## src/rtl/cpu_state_machine_pkg.sv

```systemverilog
// Shared state and opcode encodings for the control-unit sequencer.
package cpu_pkg;

    typedef logic [5:0] state_t;
    typedef logic [3:0] opcode_t;

    localparam state_t S_IDLE   = 6'd0;
    localparam state_t S_FETCH1 = 6'd1;
    localparam state_t S_FETCH2 = 6'd2;
    localparam state_t S_FETCH3 = 6'd3;
    localparam state_t S_DECODE = 6'd4;
    localparam state_t S_LDAC1  = 6'd8;
    localparam state_t S_LDAC2  = 6'd9;
    localparam state_t S_LDAC3  = 6'd10;
    localparam state_t S_STAC1  = 6'd12;
    localparam state_t S_STAC2  = 6'd13;
    localparam state_t S_STAC3  = 6'd14;
    localparam state_t S_MVAC1  = 6'd16;
    localparam state_t S_ADD1   = 6'd20;
    localparam state_t S_ADD2   = 6'd21;
    localparam state_t S_SUB1   = 6'd24;
    localparam state_t S_SUB2   = 6'd25;
    localparam state_t S_JUMP1  = 6'd28;
    localparam state_t S_JUMP2  = 6'd29;
    localparam state_t S_INC1   = 6'd32;
    localparam state_t S_END    = 6'd62;
    localparam state_t S_TRAP   = 6'd63;

    localparam opcode_t OP_NOP  = 4'd0;
    localparam opcode_t OP_LDAC = 4'd1;
    localparam opcode_t OP_STAC = 4'd2;
    localparam opcode_t OP_MVAC = 4'd3;
    localparam opcode_t OP_ADD  = 4'd4;
    localparam opcode_t OP_SUB  = 4'd5;
    localparam opcode_t OP_JUMP = 4'd6;
    localparam opcode_t OP_INC  = 4'd7;
    localparam opcode_t OP_END  = 4'd15;

endpackage

```

## src/rtl/cpu_state_machine_if.sv

```systemverilog
// Sequencer bus: run request and instruction word in, state code out.
interface cpu_state_machine_if;
    import cpu_pkg::*;

    logic        start;
    logic [15:0] IR;
    state_t      state;

    modport master (output start, output IR, input state);
    modport slave  (input start, input IR, output state);
endinterface

```

## src/rtl/cpu_state_machine.sv

```systemverilog
// Control-unit sequencer: fetch/decode/execute state walk exposed as a 6-bit code.
// Build option: define ILLEGAL_TRAP_EN to send opcodes 8..14 to TRAP instead of NOP.
//
// state        | meaning
// IDLE         | waiting for start
// FETCH1..3    | instruction fetch
// DECODE       | opcode dispatch from IR
// LDAC/STAC*   | three-cycle memory transfer
// MVAC1/INC1   | single-cycle execute
// ADD/SUB/JUMP | two-cycle execute
// END          | halted, waits for start to drop
// TRAP         | illegal opcode, held until reset
module cpu_state_machine
    import cpu_pkg::*;
#(
    parameter int OPCODE_LSB = 0
) (
    input logic               clock,
    input logic               reset,
    cpu_state_machine_if.slave bus
);

    state_t  state_q;
    state_t  state_d;
    opcode_t opcode;
    logic    unused_ir;

    assign opcode    = bus.IR[OPCODE_LSB +: 4];
    assign unused_ir = ^bus.IR;

    always_ff @(posedge clock) begin
        if (reset) begin
            state_q <= S_IDLE;
        end else begin
            state_q <= state_d;
        end
    end

    always_comb begin
        state_d = S_IDLE;
        case (state_q)
            S_IDLE:   state_d = bus.start ? S_FETCH1 : S_IDLE;
            S_FETCH1: state_d = S_FETCH2;
            S_FETCH2: state_d = S_FETCH3;
            S_FETCH3: state_d = S_DECODE;
            S_DECODE: begin
                case (opcode)
                    OP_NOP:  state_d = S_FETCH1;
                    OP_LDAC: state_d = S_LDAC1;
                    OP_STAC: state_d = S_STAC1;
                    OP_MVAC: state_d = S_MVAC1;
                    OP_ADD:  state_d = S_ADD1;
                    OP_SUB:  state_d = S_SUB1;
                    OP_JUMP: state_d = S_JUMP1;
                    OP_INC:  state_d = S_INC1;
                    OP_END:  state_d = S_END;
`ifdef ILLEGAL_TRAP_EN
                    default: state_d = S_TRAP;
`else
                    default: state_d = S_FETCH1;
`endif
                endcase
            end
            S_LDAC1:  state_d = S_LDAC2;
            S_LDAC2:  state_d = S_LDAC3;
            S_LDAC3:  state_d = S_FETCH1;
            S_STAC1:  state_d = S_STAC2;
            S_STAC2:  state_d = S_STAC3;
            S_STAC3:  state_d = S_FETCH1;
            S_MVAC1:  state_d = S_FETCH1;
            S_ADD1:   state_d = S_ADD2;
            S_ADD2:   state_d = S_FETCH1;
            S_SUB1:   state_d = S_SUB2;
            S_SUB2:   state_d = S_FETCH1;
            S_JUMP1:  state_d = S_JUMP2;
            S_JUMP2:  state_d = S_FETCH1;
            S_INC1:   state_d = S_FETCH1;
            S_END:    state_d = bus.start ? S_END : S_IDLE;
`ifdef ILLEGAL_TRAP_EN
            S_TRAP:   state_d = S_TRAP;
`endif
            // corrupted or unreachable codes recover through IDLE
            default:  state_d = S_IDLE;
        endcase
    end

    always_comb begin
        bus.state = state_q;
    end

endmodule

```

## src/flat_wrapper.sv

```systemverilog
// flat-port wrapper written by rule: the top's interface ports become plain ports
module cpu_state_machine_flat import cpu_pkg::*;
#(
    parameter int OPCODE_LSB = 0
)
  (clock, reset, bus_start, bus_IR, bus_state);
  cpu_state_machine_if bus_i ();
  input logic clock;
  input logic reset;
  input wire logic [$bits(bus_i.start)-1:0] bus_start;
  input wire logic [$bits(bus_i.IR)-1:0] bus_IR;
  output wire logic [$bits(bus_i.state)-1:0] bus_state;
  assign bus_i.start = bus_start;
  assign bus_i.IR = bus_IR;
  assign bus_state = bus_i.state;
  cpu_state_machine #(.OPCODE_LSB(OPCODE_LSB)) u_core (.clock(clock), .reset(reset), .bus(bus_i));
endmodule
```

## config.mk

```make
export PLATFORM = sky130hd
export DESIGN_NAME = cpu_state_machine_flat
export DESIGN_NICKNAME = d
export VERILOG_FILES = /design/src/rtl/cpu_state_machine_pkg.sv /design/src/rtl/cpu_state_machine_if.sv /design/src/rtl/cpu_state_machine.sv /design/src/flat_wrapper.sv
export SDC_FILE = /design/constraint.sdc
export NUM_CORES = 1
export LEC_CHECK = 0
export BUFFER_PORTS_ARGS = -buffer_cell sky130_fd_sc_hd__buf_2
export CAP_MARGIN = 30
export CORE_AREA = 2 2 39 41
export CTS_CLUSTER_SIZE = 40
export DETAILED_ROUTE_END_ITERATION = 10
export DIE_AREA = 0 0 41 43
export PLACE_DENSITY = 0.8
export RECOVER_POWER = 25
export SYNTH_ARGS = -nofsm -noshare
export SYNTH_HDL_FRONTEND = slang
export SYNTH_SLANG_ARGS = --single-unit
```

## constraint.sdc

```tcl
create_clock -name clock -period 3.85 [get_ports clock]
set_input_delay 0.385 -clock clock [delete_from_list [all_inputs] [get_ports clock]]
set_output_delay 0.385 -clock clock [all_outputs]
set_load 0.05 [all_outputs]
```

After elaboration in Yosys (flattened, before gate mapping)
Memory sizes are Yosys's and may differ from the RTL's.
Cells that the tools add are included.
- bits in registers: 6
- bits in read-only memories: 96
- input bits: 19
- output and inout bits: 6
- logic and storage cells: 26
- memories: 1
- memory list (name ; words ; width ; rd ports ; clocked after memory_dff ; write ports ; RTL line ; source):
    (name not given) ; 16 ; 6 ; 1 ; 0 ; 0 ; cpu_state_machine.sv:47 ; case (opcode)
- equal/unequal tests: 19
- mux-type cells: 3
- reduce and logical (&&, ||, !) cells: 2
- operators with widths (cell ; number):
    case mux 6 bit (14 select lines) ; 1
    equality test 6 x 5 -> 1 bit (second input constant) ; 7
    equality test 6 x 4 -> 1 bit (second input constant) ; 6
    equality test 6 x 2 -> 1 bit (second input constant) ; 2
    equality test 6 bit (second input constant) ; 2
    OR reduction 7 bit ; 1
    equality test 6 x 1 -> 1 bit (second input constant) ; 1
    equality test 6 x 3 -> 1 bit (second input constant) ; 1
    zero test 6 bit ; 1
    2-to-1 mux 6 bit ; 1
    2-to-1 mux 1 bit ; 1

Logic depth before layout (Yosys ltp)
- depth in word-level cells: 3
- mapped depth: 6
- depth with buffers taken out: 6

Worst setup path before layout
OpenSTA, ideal clock, no wires.
- path type: flip-flop to flip-flop
- start point: register u_core.state_q[5], in the netlist u_core.bus.state[5]
- end point: register u_core.state_q[1], in the netlist u_core.bus.state[1]
- library setup time: 0.074 ns
- data arrival time: 1.550 ns
- data required time: 3.776 ns
- slack: 2.226 ns
- stages on the path, launching flop included: 6
- path buffers: 1
- clock period less this slack: 1.624 ns
- cell sequence: dfxtp_1 buf_4 and4b_1 nor2_1 o31a_2 a31oi_1
- cells in the longest elaborated chain, start to end: 3
- elaborated cells on any way between the ends: 22
- classes of those cells: eq/ne: 19; mux: 1; reduce/logical: 2
- ends and longest elaborated chain (element ; RTL line ; source):
    start: declaration ; cpu_state_machine.sv:23 ; state_t state_q;
    start signal: assignment ; cpu_state_machine.sv:35 ; state_q <= state_d;
    equality test 6 x 4 -> 1 bit, or another cell as far along ; cpu_state_machine.sv:41 ; case (state_q)
    OR reduction 7 bit (no source line) ; n/a ;
    case mux 6 bit (14 select lines) * ; cpu_state_machine.sv:41 ;
Mark *: on every way between the ends. The rest lies on a longest branch, timed or not.
A chain may end at the register's enable or synchronous reset.

Final worst setup path
- start point: register u_core.state_q[1], in the netlist u_core.bus.state[1]
- end point: output bus_state[1]
- RTL lines (element ; RTL line ; source):
    end: declaration ; flat_wrapper.sv:12 ; output wire logic [$bits(bus_i.state)-1:0] bus_state;
No word-level cell between the ends.

==> impl_metrics.csv <==
group,metric,value,unit
global_routing,track_usage,15.9,%
synthesis,yosysTopAreaCell,"dfxtp_1",
synthesis,synth_edf_count,0,
clocking,cts_buffers,3,
synthesis,yosysMostFrequentCell,"nor2_1",
power_and_ir_drop,max-vdd-ir-drop,0.284,mV
timing,slew-limit-headroom,60.8,%
synthesis,ys_types,41,
worst_hold_path,hp-class,"input port to register",
clocking,cts_setup_buffers,0,
critical_path,start_kind,"register",
timing,finalCriticalPeriod,1.70,ns
global_routing,grt_pass1_wl,1990,um
clocking,path_clk_slew,0.04,ns
global_routing,grt.overflow.total,0,
critical_path,critPathRequiredTime,3.46,ns
synthesis,synthCells,79,
routing,routed_wl,1270,um
place,port_buffers,12,
timing,hold_violations,0,
synthesis,synth_common_cells,"nor2_1, dfxtp_1, nor3b_1",
run_status,status,"finished clean",
routing,ant_nets,0,
floorplan,fp.coreArea,1380,um2
layout,area_delta_synth_final,5.61,%
worst_hold_path,whs_endpoint,"u_core.bus.state[5]$_SDFF_PP0_",
clocking,cts_max_path_buffers,2,
routing,drtPass1Iterations,4,
critical_path,reg2regPathDepth,4,
layout,largest_register_ffs,6,
synthesis,synth-seq-cells,6,
critical_path,r2r_start,"u_core.bus.state[3]$_SDFF_PP0_",
timing,slew_violations,0,
power_and_ir_drop,combPwrFrac,47.8,%
synthesis,synth_area,647,um2
power_and_ir_drop,p_switching,142,uW
worst_hold_path,hold_start,"bus_IR[2]",
global_routing,grt_max_degree,17,
place,dp_hpwl,945,um
critical_path,crit_path_max_fanout,12,
timing,skew,0.00343,ns
global_routing,grt_antenna_before_repair,0,
synthesis,synth.area.top_cells,"dfxtp_1, buf_6, ha_1",
clocking,cts_resized,0,
timing,rsz0062_at_grt,"no",
routing,drt_iter0_drc,19,
critical_path,critical_path_class,"register to output port",
power_and_ir_drop,p_int,173,uW
layout,num-nets-final,111,
critical_path,crit_buf_inv,1,
synthesis,ys_async_sr_fraction,0,%
place,place_congestion,0.829,
floorplan,initial_core_util,46.7,%
floorplan,die_x,41,um
critical_path,crit_path_end_kind,"output port",
power_and_ir_drop,pwr-share-clk,17.6,%
layout,utilization,49.4,%
timing,fmax,587,MHz
floorplan,fp-row-count,14,
critical_path,cp_cell_sequence,"clkbuf_1",
clocking,postCtsHoldBufs,0,
critical_path,slowest_delay,0.57,ns
critical_path,crit_arrival,1.32,ns
synthesis,ys_dominant_reg_cell,"dfxtp_1",
layout,drive_gt1_share,23.0,%
critical_path,cp_slowest_cell,"dfxtp_1",
synthesis,avgSynthCellArea,8.19,um2
power_and_ir_drop,p_leak,0.000291,uW
routing,drcViolationCount,0,
critical_path,regToRegEndpoint,"u_core.bus.state[1]$_SDFF_PP0_",
timing,worst_pin_slew,0.590,ns
clocking,clk_latency,0.24,ns
global_routing,grt_pass1_vias,488,
timing,finalSetupTns,0,ns
synthesis,yosysWarnings,0,
clocking,cts.sinks,6,
floorplan,die-area,1760,um2
synthesis,synth_seq_area_share,18.6,%
clocking,cts_root_buf,"clkbuf_4",
flow_run,cap_viol_max_count,0,
worst_hold_path,hold_path_depth,3,
power_and_ir_drop,p_total,315,uW
power_and_ir_drop,swShare,45.2,%
critical_path,cp_top_family,"flip-flops",
synthesis,synth_fp_nets,101,
clocking,cts_max_level,1,
power_and_ir_drop,power_density,461,nW/um2
timing,fin_crit_sh,44.3,%
power_and_ir_drop,p_seq_share,34.5,%
routing,wl_per_cell,12.3,um
layout,antenna_cells,0,
floorplan,ios,25,
timing,report.final.setup_viol,0,
clocking,cts_tree,"built",
synthesis,synth_top_area_share,18.6,%
routing,via_count,615,
critical_path,ff2ff_setup_slack,2.29,ns
routing,avgViaCountPerCell,5.97,
floorplan,die_h,43,um
[cell usage in the layout, fill, tap and decap left out, types with 2 or more instances in the layout]
cell	n
inv_1	4
dfxtp_1	6
nor2_1	7
ha_1	3
a31oi_1	2
a22o_1	2
nor3b_1	5
buf_2	9
a22oi_1	3
nand2_1	2
nor4_1	3
nand3_1	3
o21ai_0	3
a21oi_1	4
clkbuf_4	3
clkbuf_1	3
a21o_1	2
[metal layers]
| layer | wire [um] | track usage, % | vias to the layer above |
|---|---|---|---|
| met3 | 61 | 4.71 | 0 |
| met1 | 552 | 20.4 | 291 |
| met5 | 0 | 0 | - |
| met4 | 0 | 0 | 0 |
| met2 | 656 | 26.9 | 16 |
| li1 | - | - | 308 |
[layout make-up]
class | instances | area (um2)
Clock buffer | 3 | 22.5
Fill cell | 141 | 701
Inverter | 4 | 15.0
Multi-Input combinational cell | 62 | 449
Sequential cell | 6 | 120
Tap cell | 16 | 20.0
Timing Repair Buffer | 12 | 56.3
[logic make-up after synthesis]
| logic type | after synthesis | synth area share [%] |
|---|---|---|
| buffers and inverters | 11 | 12.0 |
| xor gates and xnor gates | 1 | 1.35 |
| DFF | 6 | 18.6 |
| and+or+nand+nor | 35 | 37.3 |
| adders and majority gates | 3 | 5.80 |
| AOI/OAI and AO/OA | 23 | 25.0 |
[power groups by stage]
stage | combinational (uW) | sequential (uW) | clock (uW)
2_1_floorplan | 124 | 122 | 0
3_5_place_dp | 152 | 109 | 0
5_1_grt | 163 | 112 | 63.6
3_3_place_gp | 151 | 108 | 0
4_1_cts | 153 | 108 | 58.8
6_report | 151 | 109 | 55.5
[through the flow]
stage / hold WS, ns / setup slack [ns] / cell area [um2] / instances
after detailed placement: 0.724 / 2.28 / 664 / 100
after global routing: 0.498 / 2.10 / 683 / 103
after floorplan: 0.651 / 2.23 / 647 / 79
final: 0.479 / 2.15 / 683 / 103
after CTS: 0.469 / 2.18 / 687 / 103
after global placement: 0.715 / 2.31 / 664 / 100
[worst max-delay path by stage]
stage	from	end	slack [ns]	cells past startpoint
floorplan	u_core.bus.state[5]$_SDFF_PP0_	u_core.bus.state[1]$_SDFF_PP0_	2.23	5
global placement	u_core.bus.state[3]$_SDFF_PP0_	u_core.bus.state[1]$_SDFF_PP0_	2.31	4
detailed placement	u_core.bus.state[3]$_SDFF_PP0_	u_core.bus.state[2]$_SDFF_PP0_	2.28	4
CTS	u_core.bus.state[3]$_SDFF_PP0_	bus_state[3]	2.18	1
global route	u_core.bus.state[1]$_SDFF_PP0_	bus_state[1]	2.10	1
finish	u_core.bus.state[1]$_SDFF_PP0_	bus_state[1]	2.15	1
No activity file was read; power rests on OpenSTA's default activity.
